===== config.mk =====
export PLATFORM = sky130hd
export DESIGN_NAME = vga_frame_receiver
export DESIGN_NICKNAME = d
export VERILOG_FILES = /design/src/rtl/vga_frame_receiver.sv
export SDC_FILE = /design/constraint.sdc
export NUM_CORES = 1
export LEC_CHECK = 0
export ABC_AREA = 1
export CORE_MARGIN = 3
export CORE_UTILIZATION = 30
export CTS_CLUSTER_SIZE = 10
export DETAILED_ROUTE_END_ITERATION = 8
export REMOVE_ABC_BUFFERS = 1
export SYNTH_ARGS = -nofsm -noshare
export SYNTH_HDL_FRONTEND = slang
export SYNTH_SLANG_ARGS = --single-unit

===== constraint.sdc =====
create_clock -name clk -period 2.6 [get_ports clk]
set_input_delay 0.39 -clock clk [delete_from_list [all_inputs] [get_ports clk]]
set_output_delay 0.39 -clock clk [all_outputs]
set_load 0.005 [all_outputs]

===== src/rtl/vga_frame_receiver.sv =====
// rtl/vga_frame_receiver.sv - VGA stream monitor: coordinate recovery, timing lock and lit-pixel bounding box
module vga_frame_receiver #(
    parameter int VIDEO_WIDTH = 3,
    parameter int H_ACTIVE    = 640,
    parameter int H_FP        = 16,
    parameter int H_TOTAL     = 800,
    parameter int V_ACTIVE    = 480,
    parameter int V_FP        = 10,
    parameter int V_TOTAL     = 525
) (
    input  logic                   clk,
    input  logic                   clr,
    input  logic                   pix_ce,
    input  logic                   hsync,
    input  logic                   vsync,
    input  logic [VIDEO_WIDTH-1:0] red,
    input  logic [VIDEO_WIDTH-1:0] green,
    input  logic [VIDEO_WIDTH-1:0] blue,
    output logic [9:0]             col,
    output logic [9:0]             row,
    output logic                   active,
    output logic                   locked,
    output logic                   err,
    output logic                   frame_done,
    output logic                   obj_valid,
    output logic [9:0]             obj_x_min,
    output logic [9:0]             obj_x_max,
    output logic [9:0]             obj_y_min,
    output logic [9:0]             obj_y_max
);

    localparam logic [9:0] COL_HS   = 10'(H_ACTIVE + H_FP);
    localparam logic [9:0] ROW_VS   = 10'(V_ACTIVE + V_FP);
    localparam logic [9:0] COL_LAST = 10'(H_TOTAL - 1);
    localparam logic [9:0] ROW_LAST = 10'(V_TOTAL - 1);
    localparam logic [9:0] H_TOT    = 10'(H_TOTAL);
    localparam logic [9:0] V_TOT    = 10'(V_TOTAL);
    localparam logic [9:0] H_ACT    = 10'(H_ACTIVE);
    localparam logic [9:0] V_ACT    = 10'(V_ACTIVE);
    localparam logic [9:0] CNT_MAX  = 10'h3FF;

    logic       hs_q, hs_d, vs_q, vs_d;
    logic [9:0] col_q, col_d, row_q, row_d;
    logic       active_q, active_d;
    logic [9:0] line_cnt_q, line_cnt_d, tally_q, tally_d;
    logic       hs_seen_q, hs_seen_d, vs_seen_q, vs_seen_d;
    logic [1:0] good_lines_q, good_lines_d;
    logic       frame_ok_q, frame_ok_d;
    logic       locked_q, locked_d, err_q, err_d;
    logic       frame_done_q, frame_done_d, obj_valid_q, obj_valid_d;
    logic [9:0] box_x0_q, box_x0_d, box_x1_q, box_x1_d;
    logic [9:0] box_y0_q, box_y0_d, box_y1_q, box_y1_d;
    logic [9:0] acc_x0_q, acc_x0_d, acc_x1_q, acc_x1_d;
    logic [9:0] acc_y0_q, acc_y0_d, acc_y1_q, acc_y1_d;
    logic       seen_q, seen_d;

    logic       hs_fall, vs_fall, col_wrap, lit, line_bad, frame_bad;
    logic [9:0] base_x0, base_x1, base_y0, base_y1;
    logic       base_seen;

    always_comb begin
        hs_d = hs_q;  vs_d = vs_q;
        col_d = col_q;  row_d = row_q;  active_d = active_q;
        line_cnt_d = line_cnt_q;  tally_d = tally_q;
        hs_seen_d = hs_seen_q;  vs_seen_d = vs_seen_q;
        good_lines_d = good_lines_q;  frame_ok_d = frame_ok_q;
        locked_d = locked_q;  err_d = err_q;
        frame_done_d = 1'b0;  obj_valid_d = obj_valid_q;
        box_x0_d = box_x0_q;  box_x1_d = box_x1_q;
        box_y0_d = box_y0_q;  box_y1_d = box_y1_q;
        acc_x0_d = acc_x0_q;  acc_x1_d = acc_x1_q;
        acc_y0_d = acc_y0_q;  acc_y1_d = acc_y1_q;
        seen_d = seen_q;
        hs_fall = 1'b0;  vs_fall = 1'b0;  col_wrap = 1'b0;  lit = 1'b0;
        line_bad = 1'b0;  frame_bad = 1'b0;
        base_x0 = acc_x0_q;  base_x1 = acc_x1_q;
        base_y0 = acc_y0_q;  base_y1 = acc_y1_q;
        base_seen = seen_q;

        if (pix_ce) begin
            hs_fall = hs_q & ~hsync;
            vs_fall = vs_q & ~vsync;
            hs_d    = hsync;
            vs_d    = vsync;

            if (hs_fall) begin
                col_d = COL_HS;
            end else if (col_q == COL_LAST) begin
                col_d    = 10'd0;
                col_wrap = 1'b1;
            end else begin
                col_d = col_q + 10'd1;
            end

            if (vs_fall) begin
                row_d = ROW_VS;
            end else if (col_wrap) begin
                row_d = (row_q == ROW_LAST) ? 10'd0 : row_q + 10'd1;
            end

            active_d = (col_d < H_ACT) && (row_d < V_ACT);
            lit      = active_d && ((red | green | blue) != '0);

            // Counts only become meaningful once a first edge has opened a full period.
            if (hs_fall) begin
                line_bad   = hs_seen_q && ((line_cnt_q == CNT_MAX) || (line_cnt_q != H_TOT));
                hs_seen_d  = 1'b1;
                line_cnt_d = 10'd1;
                if (hs_seen_q)
                    good_lines_d = line_bad ? 2'd0 :
                                   (good_lines_q == 2'd2) ? 2'd2 : good_lines_q + 2'd1;
            end else if (line_cnt_q != CNT_MAX) begin
                line_cnt_d = line_cnt_q + 10'd1;
            end

            if (vs_fall) begin
                frame_bad = vs_seen_q && ((tally_q == CNT_MAX) || (tally_q != V_TOT));
                if (vs_seen_q)
                    frame_ok_d = ~frame_bad;
                vs_seen_d = 1'b1;
                tally_d   = {9'd0, hs_fall};
            end else if (hs_fall && (tally_q != CNT_MAX)) begin
                tally_d = tally_q + 10'd1;
            end

            if (line_bad)
                frame_ok_d = 1'b0;

            if (line_bad || frame_bad) begin
                locked_d = 1'b0;
                err_d    = 1'b1;
            end else if ((good_lines_d == 2'd2) && frame_ok_d) begin
                locked_d = 1'b1;
            end

            // The pixel sampled with the vsync edge starts the new frame's accumulation.
            if (vs_fall) begin
                frame_done_d = 1'b1;
                obj_valid_d  = seen_q && locked_d;
                if (seen_q) begin
                    box_x0_d = acc_x0_q;  box_x1_d = acc_x1_q;
                    box_y0_d = acc_y0_q;  box_y1_d = acc_y1_q;
                end
                base_x0 = CNT_MAX;  base_x1 = 10'd0;
                base_y0 = CNT_MAX;  base_y1 = 10'd0;
                base_seen = 1'b0;
            end

            acc_x0_d = base_x0;  acc_x1_d = base_x1;
            acc_y0_d = base_y0;  acc_y1_d = base_y1;
            seen_d   = base_seen;
            if (lit) begin
                if (col_d < base_x0) acc_x0_d = col_d;
                if (col_d > base_x1) acc_x1_d = col_d;
                if (row_d < base_y0) acc_y0_d = row_d;
                if (row_d > base_y1) acc_y1_d = row_d;
                seen_d = 1'b1;
            end
        end
    end

    always_ff @(posedge clk) begin
        if (clr) begin
            hs_q <= 1'b1;  vs_q <= 1'b1;
            col_q <= '0;  row_q <= '0;  active_q <= 1'b0;
            line_cnt_q <= '0;  tally_q <= '0;
            hs_seen_q <= 1'b0;  vs_seen_q <= 1'b0;
            good_lines_q <= '0;  frame_ok_q <= 1'b0;
            locked_q <= 1'b0;  err_q <= 1'b0;
            frame_done_q <= 1'b0;  obj_valid_q <= 1'b0;
            box_x0_q <= '0;  box_x1_q <= '0;  box_y0_q <= '0;  box_y1_q <= '0;
            acc_x0_q <= CNT_MAX;  acc_x1_q <= '0;
            acc_y0_q <= CNT_MAX;  acc_y1_q <= '0;
            seen_q <= 1'b0;
        end else begin
            hs_q <= hs_d;  vs_q <= vs_d;
            col_q <= col_d;  row_q <= row_d;  active_q <= active_d;
            line_cnt_q <= line_cnt_d;  tally_q <= tally_d;
            hs_seen_q <= hs_seen_d;  vs_seen_q <= vs_seen_d;
            good_lines_q <= good_lines_d;  frame_ok_q <= frame_ok_d;
            locked_q <= locked_d;  err_q <= err_d;
            frame_done_q <= frame_done_d;  obj_valid_q <= obj_valid_d;
            box_x0_q <= box_x0_d;  box_x1_q <= box_x1_d;
            box_y0_q <= box_y0_d;  box_y1_q <= box_y1_d;
            acc_x0_q <= acc_x0_d;  acc_x1_q <= acc_x1_d;
            acc_y0_q <= acc_y0_d;  acc_y1_q <= acc_y1_d;
            seen_q <= seen_d;
        end
    end

    assign col        = col_q;
    assign row        = row_q;
    assign active     = active_q;
    assign locked     = locked_q;
    assign err        = err_q;
    assign frame_done = frame_done_q;
    assign obj_valid  = obj_valid_q;
    assign obj_x_min  = box_x0_q;
    assign obj_x_max  = box_x1_q;
    assign obj_y_min  = box_y0_q;
    assign obj_y_max  = box_y1_q;

endmodule


# After elaboration in Yosys (flattened, before gate mapping)
# Index checks and enable logic that the tools add are counted.
[classes]
n_addsub = 5
bitwise = 8
n_reduce_logical = 22
eq_ne = 10
n_lt_le_gt_ge = 6
mux = 49
[ops]
columns = ["operator", "n"]
rows = [
  ["10-bit 2-to-1 mux", 27],
  ["10-bit by 1-bit adder with 10-bit output (second input constant)", 4],
  ["10-bit == test (second input constant)", 4],
  ["10-bit != test (second input constant)", 4],
  ["10-bit greater-than comparator", 2],
  ["10-bit less-than comparator", 2],
  ["1-bit 2-to-1 mux", 17],
  ["2-bit AND reduction", 6],
  ["10-bit less-than comparator (second input constant)", 1],
  ["10-bit by 9-bit less-than comparator with 1-bit output (second input constant)", 1],
  ["2-bit 2-to-1 mux", 5],
  ["1-bit logical AND", 7],
  ["3-bit bitwise OR", 2],
  ["2-bit nonzero test", 3],
  ["2-bit == test (second input constant)", 2],
  ["1-bit inverter", 4],
  ["1-bit logical OR", 3],
  ["3-bit AND reduction", 1],
  ["3-bit nonzero test", 1],
  ["2-bit by 1-bit adder with 2-bit output (second input constant)", 1],
  ["1-bit bitwise AND", 2],
  ["2-bit OR reduction", 1],
]
[word_totals]
ff_bits = 133
out_inout_bits = 65

# Logic depth before layout (Yosys ltp)
# Gate-level depths: netlist (run 1).
[logic_depth]
word_depth = 13
depth_mapped = 23
ltp_nobuf = 22

# Worst setup path before layout (run 1)
# No wires, ideal clock.
[synth_timing]
path_kind = "reg-to-reg"
from = "register col_q[0], in the netlist col[0]"
to = "register acc_y1_q[2]"
path_stages_with_launch = 23
setup_time_ns = 0.109
setup_slack_ns = -0.300
required_time_ns = 2.491
arrival_time_ns = 2.791
cell_sequence = "dfxtp_1 -> ha_1 -> nand2_2 -> nor2_8 -> nand3_2 -> nor2_4 -> buf_6 -> nand2_1 -> o211ai_1 -> inv_1 -> ha_1 -> nand2_1 -> nor2_1 -> o211ai_1 -> nand3_1 -> nand2_1 -> clkinv_1 -> nand3_1 -> o21ai_0 -> nand2_2 -> nand3_1 -> nand2_1 -> inv_1"
[synth_between]
elab_chain_len = 11
[synth_lines]
columns = ["element", "line", "rtl"]
rows = [
  ["from (decl)", "43", "logic [9:0] col_q, col_d, row_q, row_d;"],
  ["from (signal assigned)", "177", "col_q <= col_d; row_q <= row_d; active_q <= active_d;"],
  ["branches (longest 10 deep; another with 10-bit by 1-bit adder with 10-bit output)", "--", ""],
  ["10-bit 2-to-1 mux (*)", "152", "if (lit) begin"],
  ["to (signal assigned)", "186", "acc_y0_q <= acc_y0_d; acc_y1_q <= acc_y1_d;"],
  ["to (decl)", "54", "logic [9:0] acc_y0_q, acc_y0_d, acc_y1_q, acc_y1_d;"],
]
# Every way passes the cells marked *. The select of a mux whose other input is x is not followed.
# A chain may end at the register's enable or synchronous reset.

# Worst setup path in the final report (run 1)
[layout_timing]
from = "register col_q[0], in the netlist col[0]"
to = "register acc_y1_q[8]"
# Same word-level chain as after synthesis.

==> results.json, run 1 <==
{
  "status": "complete, but fails checks",
  "violations": "negative setup slack",
  "worstRegToRegCells": 20,
  "critPathLaunchType": "flop",
  "fmax_mhz": 335,
  "overflow": 0,
  "start_util_pct": 30.7,
  "fin_ws_ns": -0.389,
  "netlist.area_leader.share_pct": 34.1,
  "leakagePower_nw": 5.02,
  "worstMarginPinSlew_ns": 0.757,
  "reg2reg_slack_ns": -0.39,
  "slew_violations": 0,
  "num_vias": 8390,
  "r2r_end": "acc_y1_q[8]$_SDFFE_PP0P_",
  "synth_edf_count": 0,
  "final_antenna_net_count": 0,
  "cpMaxStageDelayCell": "dfxtp_4",
  "cp_max_fo": 8,
  "layout_common_cells": "250 x nand2_1, 145 x nor2_1, 131 x dfxtp_1",
  "grt_setup_unrepaired": "yes",
  "die_area_sq_um": 28000,
  "post-route-period-util_pct": 115,
  "fillerInstances": 2526,
  "cts_buffers": 17,
  "crit_chain": "ha_4 > nand2_4 > nor2_8 > buf_12 > nand3_4 > nor2_4 > o211ai_1 > buf_4 > ha_4 > nand2_2 > nor2_2 > o211ai_1 > nand3_1 > nand2_2 > buf_2 > o21ai_1 > nand3_1 > nand2_1 > nand2_1 > a21oi_2",
  "grt_pass1_wl_um": 40300,
  "min_from": "err$_SDFFE_PP0P_",
  "ys_types": 49,
  "ys_ff_latch": 133,
  "htree_levels": 4,
  "path_clk_slew_ns": 0.06,
  "fin_nets": 1434,
  "end_kind": "flop",
  "final_common_cell": "nand2_1",
  "yosys-top-cells-area": "dfxtp_1 34%, nand2_1 13%, ha_1 7.4%",
  "place.detailed.hpwl_um": 17500,
  "finalCriticalPeriod_ns": 2.99,
  "seq_area_frac_synth_pct": 34.1,
  "ir_worst_vdd_mv": 0.417,
  "first_iter_violations": 516,
  "startpoint": "col[0]$_SDFFE_PP0P_",
  "port_buffers": 78,
  "dr.pass1.iters": 5,
  "cp_data_required_time_ns": 2.97,
  "drive_above_1_share_pct": 24.9,
  "relSlewSlack_pct": 49.6,
  "hold_viol_final": 0,
  "worstSkewPairLatency_ns": 0.43,
  "fp.coreArea_sq_um": 25400,
  "grt_antenna_before_repair": 0,
  "syn_inst": 1171,
  "fp.dieW_um": 167,
  "cp.arrival_ns": 3.36,
  "timing.rr.start": "col[0]$_SDFFE_PP0P_",
  "dieHeight_um": 167,
  "wl_per_cell_um": 14.9,
  "maxCapViolCount": 0,
  "cts_tree": "built",
  "rows": 58,
  "synth_area_per_cell_sq_um": 6.66,
  "clock_sinks": 133,
  "power_mw": 6.20,
  "grt_usage_pct": 17.6,
  "holdBufCountCts": 0,
  "ios": 79,
  "n_antenna_cell": 0,
  "yosys_most_used_dff": "dfxtp_1",
  "skew_ns": 0.0111,
  "post_drt_via_cell_ratio": 4.89,
  "routed_wirelength_um": 25600,
  "grt_pass1_vias": 8021,
  "drc_errors": 0,
  "endpoint": "acc_y1_q[8]$_SDFFE_PP0P_",
  "setup_violations": 40,
  "synthArstFlopShare_pct": 0,
  "hold_path.class": "flop to flop",
  "areaGrowthSynthToFinish_pct": 44.9,
  "syn-cell-area_sq_um": 7800,
  "whs_ns": 0.461,
  "ys_warn_count": 0,
  "powerDensity_nw_per_um2": 548,
  "cts-root-buf": "clkbuf_16",
  "critPathKind": "flop to flop",
  "gp_congestion": 0.881,
  "post-place-ws_ns": -0.709,
  "yosysTopAreaCell": "dfxtp_1",
  "critical-path-max-stage-delay_ns": 0.36,
  "clk_path_buf_depth": 2,
  "grt_max_degree": 67
}
[area by class of cell]
| type | count | area [sq um] | area share [%] |
|---|---|---|---|
| clock inverters | 13 | 124 | 1.10 |
| well taps | 330 | 413 | 3.65 |
| inverters | 131 | 510 | 4.51 |
| clock buffers | 19 | 453 | 4.01 |
| repair buffers | 232 | 2090 | 18.4 |
| multi-input cells | 859 | 5050 | 44.7 |
| flip-flops and latches | 133 | 2670 | 23.6 |
[power breakdown]
group	leakage [nW]	internal, mW	switching [mW]	total, mW
combinational	3.67	0.703	0.874	1.58
sequential	1.09	2.15	0.0770	2.23
clock	0.265	1.37	1.02	2.39
[per-stage QoR]
stage	cells	instance area (sq um)	setup TNS (ns)	util, %
2_1_floorplan	1121	7560	-147.36	-
3_3_place_gp	1654	9760	-21.60	38.4
3_5_place_dp	1654	9760	-24.03	38.4
4_1_cts	1704	10700	-8.92	42.0
5_1_grt	1717	11300	-19.34	44.5
6_report	1717	11300	-11.18	44.5
[routing by layer]
metal | wire length [um] | GRT usage [%] | share of wire, % | vias up
met3 | 1100 | 3.38 | 4.3 | 65
met2 | 12000 | 29.0 | 47 | 236
met1 | 11600 | 22.6 | 45 | 3861
met4 | 840 | 7.29 | 3.3 | 0
met5 | 0 | 0 | 0 | -
li1 | - | - | - | 4228
[worst min path at each step]
stage,cells past startpoint,end
3_5_place_dp,2,err$_SDFFE_PP0P_
2_1_floorplan,2,vs_q$_SDFFE_PP1P_
6_report,2,err$_SDFFE_PP0P_
3_3_place_gp,2,err$_SDFFE_PP0P_
5_1_grt,3,hs_seen_q$_SDFFE_PP0P_
4_1_cts,3,hs_seen_q$_SDFFE_PP0P_
[synth_stat cells (all sizes together) (2+ instances only)]
| library cell | n |
|---|---|
| nand3b | 2 |
| nor3 | 12 |
| and3 | 3 |
| dfxtp | 133 |
| o211ai | 6 |
| clkbuf | 36 |
| a211oi | 4 |
| nand3 | 92 |
| nand2 | 291 |
| nand4 | 15 |
| o31ai | 2 |
| clkinv | 3 |
| buf | 14 |
| nor4 | 2 |
| inv | 127 |
| a21oi | 99 |
| o21ai | 99 |
| ha | 46 |
| o21a | 4 |
| xor2 | 6 |
| or2 | 3 |
| nor2 | 161 |
[cell families after synthesis]
kind of cell | count (synthesis) | share of synthesized area, %
simple gates | 583 | 32.8
xor+xnor | 6 | 0.673
fa+ha+maj | 46 | 7.38
mux | 1 | 0.144
flops | 133 | 34.1
compound gates | 221 | 15.3
buf+inv | 181 | 9.59
[state kept, by name, summed over array words and instances (netlist names), 2 cells and up]
signal        cells
tally_q          10
good_lines_q      2
obj_y_max        10
obj_x_max        10
acc_y1_q         10
line_cnt_q       10
obj_x_min        10
acc_x1_q         10
obj_y_min        10
acc_y0_q         10
col              10
row              10
acc_x0_q         10
[critical path: cells and delay by family, from the launching register on]
kind | cells | cell delay, ns
AOI/OAI and AO/OA | 4 | 0.59
buffers and inverters | 3 | 0.48
and+or+nand+nor | 11 | 1.08
adders and majority gates | 2 | 0.40
DFF | 1 | 0.36
[what timing repair did]
item                                    4_1_cts  5_1_grt
endpoints found under the setup margin       40       40
pin swaps                                    35       64
gates cloned                                  4        0
resized for setup                            58      112
buffers inserted                             14       15
(Power assumes the default switching activity.)
==> run 2: changes to the inputs <==
--- a/config.mk
+++ b/config.mk
@@ -8,6 +8,7 @@
 export ABC_AREA = 1
 export CORE_MARGIN = 3
 export CORE_UTILIZATION = 30
+export CTS_BUF_LIST = sky130_fd_sc_hd__clkbuf_16
 export CTS_CLUSTER_SIZE = 10
 export DETAILED_ROUTE_END_ITERATION = 8
 export REMOVE_ABC_BUFFERS = 1
==> run 2 against run 1 <==
- sequential share of layout area decreased by 0.26 points
- critical endpoint unchanged
- the flow still finishes with violations (negative setup slack)
- via count increased by 0.30%
- register-to-register slack improved by 0.07 ns
- first-iteration DRC count decreased by 3.1%
- die area unchanged
- fmax increased by 2.0%
==> results.json, run 2 (same netlist as run 1, synthesis figures left out) <==
{
  "cp_num_buf_inv": 5,
  "p_int_mw": 4.20,
  "holdBufCountCts": 0,
  "clk_path_buf_depth": 2,
  "setup_violations": 40,
  "pwr-share-seq_pct": 35.8,
  "n_antenna_cell": 0,
  "grt_pass1_vias": 8016,
  "skew_ns": 0.0120,
  "hold_viol_final": 0,
  "num_vias": 8415,
  "relSlewSlack_pct": 48.6,
  "ir_worst_vdd_mv": 0.418,
  "cpMaxStageDelayCell": "clkdlybuf4s50_1",
  "switching_share_pct": 32.5,
  "violations": "negative setup slack",
  "drive_above_1_share_pct": 27.0,
  "netSwitchingPower_mw": 2.02,
  "cp_data_required_time_ns": 2.97,
  "critPathLaunchType": "input pin",
  "gp_congestion": 0.881,
  "finish.utilization_pct": 45.0,
  "start_util_pct": 30.7,
  "pwr-share-comb_pct": 26.5,
  "final_common_cell": "nand2_1",
  "ios": 79,
  "dieHeight_um": 167,
  "fmax_mhz": 341,
  "die_area_sq_um": 28000,
  "layout_common_cells": "234 x nand2_1, 142 x nor2_1, 131 x dfxtp_1",
  "critical-path-top-delay-family": "simple AND/OR/NAND/NOR gates",
  "crit_chain": "clkdlybuf4s50_1 > inv_2 > nand2_1 > inv_2 > nor2_4 > o211ai_1 > buf_4 > ha_4 > nand2_2 > nor2_2 > o211ai_1 > nand3_1 > nand2_2 > buf_2 > o21ai_1 > nand3_1 > nand2_1 > nand2_1 > a21oi_2",
  "cp_max_fo": 8,
  "port_buffers": 78,
  "post-route-period-util_pct": 113,
  "status": "complete, but fails checks",
  "end_kind": "flop",
  "overflow": 0,
  "maxCapViolCount": 0,
  "fp.dieW_um": 167,
  "hold_depth": 2,
  "powerDensity_nw_per_um2": 544,
  "power_mw": 6.22,
  "fin_ws_ns": -0.330,
  "cts-root-buf": "clkbuf_16",
  "grt_setup_unrepaired": "yes",
  "htree_levels": 4,
  "final_antenna_net_count": 0,
  "place.detailed.hpwl_um": 17500,
  "critPathKind": "input pin to flop",
  "fp.coreArea_sq_um": 25400,
  "setup-tns-final_ns": -9.95,
  "hold_path.class": "flop to flop",
  "drc_errors": 0,
  "wl_per_cell_um": 15.2,
  "path_clk_slew_ns": 0.06,
  "cp.arrival_ns": 3.30,
  "critical-path-max-stage-delay_ns": 0.47,
  "routed_wirelength_um": 26000,
  "first_iter_violations": 500,
  "areaGrowthSynthToFinish_pct": 46.5,
  "clock_sinks": 133,
  "worstSkewPairLatency_ns": 0.44,
  "cts_buffers": 17,
  "grt_pass1_wl_um": 40500,
  "rows": 58,
  "fin_nets": 1433,
  "grt_antenna_before_repair": 0,
  "grt_usage_pct": 17.7,
  "cts_tree": "built",
  "leakagePower_nw": 5.03,
  "worstMarginPinSlew_ns": 0.770,
  "cpMostUsedCell": "nand2_1",
  "post_drt_via_cell_ratio": 4.90,
  "worstRegToRegCells": 19,
  "clockPowerShare_pct": 37.7,
  "finalCriticalPeriod_ns": 2.93,
  "path_depth": 19,
  "grt_max_degree": 67,
  "dr.pass1.iters": 6,
  "slew_violations": 0
}
-- run 2: cell count changes in the layout (fill, tap and decap cells not counted), moves of 3 or more --
cell     delta
buf_4       -4
buf_6       +3
ha_1        -4
ha_4        +4
inv_1       -3
inv_4       +3
nand2_1    -16
nand2_2    +16
nor2_1      -3
nor2_4      +3
-- run 2: power by group through the flow --
stage / combinational (mW) / clock, mW / sequential, mW
after detailed placement: 1.27 / 0 / 2.27
after CTS: 1.39 / 2.38 / 2.23
final: 1.65 / 2.34 / 2.23
after global placement: 1.25 / 0 / 2.27
after floorplan: 0.655 / 0 / 2.27
after global routing: 1.80 / 2.47 / 2.24
-- run 2: final cells by class --
cell class / instances / area (sq um)
clock buffer: 17 / 425
timing repair buffer: 231 / 2080
inverter: 131 / 518
clock inverter: 15 / 131
multi-input combinational: 859 / 5200
fill: 2515 / 14000
tap: 330 / 413
sequential: 133 / 2670
-- run 2: metrics by stage --
stage / instance area, sq um / worst slack [ns] / instances / hold WS [ns]
after detailed placement: 9760 / -0.709 / 1654 / 0.457
after global routing: 11400 / -0.538 / 1716 / 0.478
after global placement: 9760 / -0.615 / 1654 / 0.443
after floorplan: 7560 / -2.61 / 1121 / 0.437
final: 11400 / -0.330 / 1716 / 0.461
after CTS: 10700 / -0.284 / 1706 / 0.460
-- run 2: worst paths after layout --
check	startpoint	end	slack, ns
max	hsync	acc_y1_q[8]$_SDFFE_PP0P_	-0.33
min	err$_SDFFE_PP0P_	err$_SDFFE_PP0P_	0.46
max reg2reg	col[0]$_SDFFE_PP0P_	acc_y1_q[8]$_SDFFE_PP0P_	-0.32
min reg2reg	err$_SDFFE_PP0P_	err$_SDFFE_PP0P_	0.46
-- run 2: layer usage --
| layer | GRT usage, % | wire length, um | vias to the layer above | part of all wire, % |
|---|---|---|---|---|
| li1 | - | - | 4226 | - |
| met1 | 22.8 | 11700 | 3873 | 45 |
| met4 | 7.15 | 893 | 0 | 3.4 |
| met2 | 29.1 | 12200 | 243 | 47 |
| met3 | 3.40 | 1270 | 73 | 4.9 |
| met5 | 0 | 0 | - | 0 |
-- run 2: what timing repair did --
action	4_1_cts	5_1_grt
cloned	4	0
resized for setup	59	155
pin swaps	41	91
endpoints found under the hold margin	0	0
setup endpoints to repair	40	40
buffers inserted	16	11
-- run 2: worst register-to-register path: cells and delay by family (launching register included) --
kind / cells / cell delay, ns
buffers and inverters: 2 / 0.37
adders and majority gates: 2 / 0.40
AOI/OAI and AO/OA: 4 / 0.59
DFF: 1 / 0.36
and+or+nand+nor: 11 / 1.13
==> run 3: changes to the inputs <==
--- a/config.mk
+++ b/config.mk
@@ -5,10 +5,9 @@
 export SDC_FILE = /design/constraint.sdc
 export NUM_CORES = 1
 export LEC_CHECK = 0
-export ABC_AREA = 1
 export CORE_MARGIN = 3
 export CORE_UTILIZATION = 30
-export CTS_BUF_LIST = sky130_fd_sc_hd__clkbuf_16
+export CTS_BUF_LIST = sky130_fd_sc_hd__clkbuf_8
 export CTS_CLUSTER_SIZE = 10
 export DETAILED_ROUTE_END_ITERATION = 8
 export REMOVE_ABC_BUFFERS = 1
==> run 3 against run 2 <==
- the flow still finishes with violations (negative setup slack)
- total power decreased by 22%
- die area decreased by 12%
- flip-flop and latch count stayed put
- clock skew down 0.00089 ns
- fmax decreased by 10%
- global-route usage down 0.49 points
- highest routed layer unchanged
- via count down 19%
- wire length down 19%
==> results.json, run 3 <==
{
  "gp_congestion": 0.874,
  "leakagePower_nw": 3.85,
  "final_common_cell": "nand2_1",
  "n_antenna_cell": 0,
  "fin_ws_ns": -0.656,
  "cpMostUsedCell": "buf_6",
  "maxCapViolCount": 0,
  "fin_area_sq_um": 10000,
  "rows": 54,
  "htree_levels": 4,
  "syn_inst": 841,
  "ys_ff_latch": 133,
  "violations": "negative setup slack",
  "topRoutingLayerUsed": "met4",
  "place.detailed.hpwl_um": 14200,
  "grt_antenna_before_repair": 0,
  "worstSkewPairLatency_ns": 0.45,
  "syn-cell-area_sq_um": 6840,
  "grt_pass1_wl_um": 34200,
  "yosys-top-cells-area": "dfxtp_1 39%, ha_1 8.4%, nand2_1 7.6%",
  "ys_warn_count": 0,
  "timing.rr.start": "col[0]$_SDFFE_PP0P_",
  "fillerInstances": 2097,
  "fin_nets": 1098,
  "skew_ns": 0.0111,
  "whs_ns": 0.337,
  "status": "complete, but fails checks",
  "netlist.area_leader.share_pct": 38.9,
  "relSlewSlack_pct": 64.6,
  "path_clk_slew_ns": 0.08,
  "end_kind": "flop",
  "post_drt_via_cell_ratio": 5.10,
  "post-route-period-util_pct": 125,
  "fp.dieW_um": 157,
  "grt_usage_pct": 17.2,
  "drive_above_1_share_pct": 27.9,
  "grt_max_degree": 48,
  "drc_errors": 0,
  "clock_sinks": 133,
  "power_mw": 4.86,
  "dr.pass1.iters": 5,
  "synthArstFlopShare_pct": 0,
  "powerDensity_nw_per_um2": 484,
  "num_vias": 6780,
  "cts-root-buf": "clkbuf_8",
  "yosysMostFrequentCell": "nand2_1",
  "finish.utilization_pct": 45.4,
  "startpoint": "col[0]$_SDFFE_PP0P_",
  "synth_edf_count": 0,
  "setup_violations": 41,
  "grt_pass1_vias": 6693,
  "cts_tree": "built",
  "yosys_most_used_dff": "dfxtp_1",
  "fp.coreArea_sq_um": 22100,
  "route.met2.wl_um": 9940,
  "die_area_sq_um": 24600,
  "wl_per_cell_um": 15.9,
  "synth_common_cells": "139 x nand2_1, 133 x dfxtp_1, 98 x nor2_1",
  "ir_worst_vdd_mv": 0.315,
  "overflow": 0,
  "cpMaxStageDelayCell": "a221o_2",
  "port_buffers": 78,
  "hold_path.class": "input pin to flop",
  "final_antenna_net_count": 0,
  "crit_chain": "ha_4 > and4_4 > buf_6 > nand4_4 > buf_6 > a221o_2 > buf_6 > ha_1 > nor2b_1 > o21ai_0 > a21oi_1 > o31ai_2 > or2_4 > o32a_1",
  "cp_data_required_time_ns": 2.94,
  "critPathLaunchType": "flop",
  "layout_common_cells": "135 x nand2_1, 126 x buf_4, 125 x dfxtp_1",
  "cts_buffers": 17,
  "wl_met3_um": 734,
  "ios": 79,
  "cp_max_fo": 7,
  "synth_area_per_cell_sq_um": 8.13,
  "seq_area_frac_synth_pct": 38.9,
  "fmax_mhz": 307,
  "areaGrowthSynthToFinish_pct": 46.7,
  "drt-met1-wl_um": 10000,
  "cp.arrival_ns": 3.60,
  "min_from": "clr",
  "hold_viol_final": 0,
  "critical-path-max-stage-delay_ns": 0.42,
  "dieHeight_um": 157,
  "critPathKind": "flop to flop",
  "start_util_pct": 30.9,
  "slew_violations": 0,
  "clk_path_buf_depth": 2,
  "grt_setup_unrepaired": "yes",
  "ys_types": 61,
  "placed_area_sq_um": 8700,
  "yosysTopAreaCell": "dfxtp_1",
  "first_iter_violations": 355,
  "worstMarginPinSlew_ns": 0.531,
  "finalCriticalPeriod_ns": 3.26,
  "routed_wirelength_um": 21100
}
## run 3: power by group
part           internal, mW  switching (mW)  total (mW)
Clock                 0.838           0.809        1.65
Combinational         0.508           0.518        1.03
Sequential             2.12          0.0670        2.18
Total                  3.46            1.39        4.86
## run 3: repair_timing
| item | CTS | global route |
|---|---|---|
| resized for setup | 122 | 42 |
| pin swaps | 61 | 39 |
| buffers inserted | 21 | 9 |
| gates cloned | 4 | 1 |
| endpoints found under the setup margin | 42 | 42 |
| hold buffers | 0 | 0 |
## run 3: metal layers
metal / global-route usage (%) / vias up
li1: - / 3378
met1: 22.9 / 3233
met2: 27.8 / 134
met3: 3.77 / 35
met4: 5.54 / 0
met5: 0 / -
## run 3: area by class of cell
type                            count  area, sq um  area share [%]
Clock inverter                      9         78.8           0.786
Sequential cell                   133         2680            26.7
Timing Repair Buffer              232         2060            20.5
Inverter                           14         52.6           0.524
Tap cell                          280          350            3.49
Multi-Input combinational cell    640         4520            45.1
Clock buffer                       21          289            2.88
## run 3: worst max-delay path: cells and delay by family, from the launching register on
kind	cells	cell delay (ns)
buffers and inverters	3	0.44
flip-flops	1	0.36
adder cells (fa/ha/maj)	2	0.34
AO/OA/AOI/OAI	5	1.15
AND/OR/NAND/NOR	4	0.85
## run 3: per-stage QoR
stage | std cells | TNS (ns) | worst slack [ns]
final | 1329 | -22.69 | -0.656
after floorplan | 786 | -75.53 | -1.83
after global placement | 1267 | -40.60 | -1.15
after global routing | 1329 | -27.88 | -0.805
after detailed placement | 1267 | -41.60 | -1.18
after CTS | 1320 | -18.59 | -0.510
## run 3: cells by family after synthesis
group           share of synthesized area, %
buf+inv                                 4.14
simple gates                            24.0
xor+xnor                                3.07
flops                                   38.9
mux                                     3.62
fa+ha+maj                               8.42
compound gates                          17.8
## run 3: worst paths after layout
path	end	slack (ns)	depth (start not counted)
setup / recovery	acc_y0_q[0]$_SDFFE_PP1P_	-0.66	14
hold / removal	tally_q[8]$_SDFFE_PP0P_	0.34	2
setup reg to reg	acc_y0_q[0]$_SDFFE_PP1P_	-0.66	14
hold reg to reg	obj_y_min[6]$_SDFFE_PP0P_	0.45	2
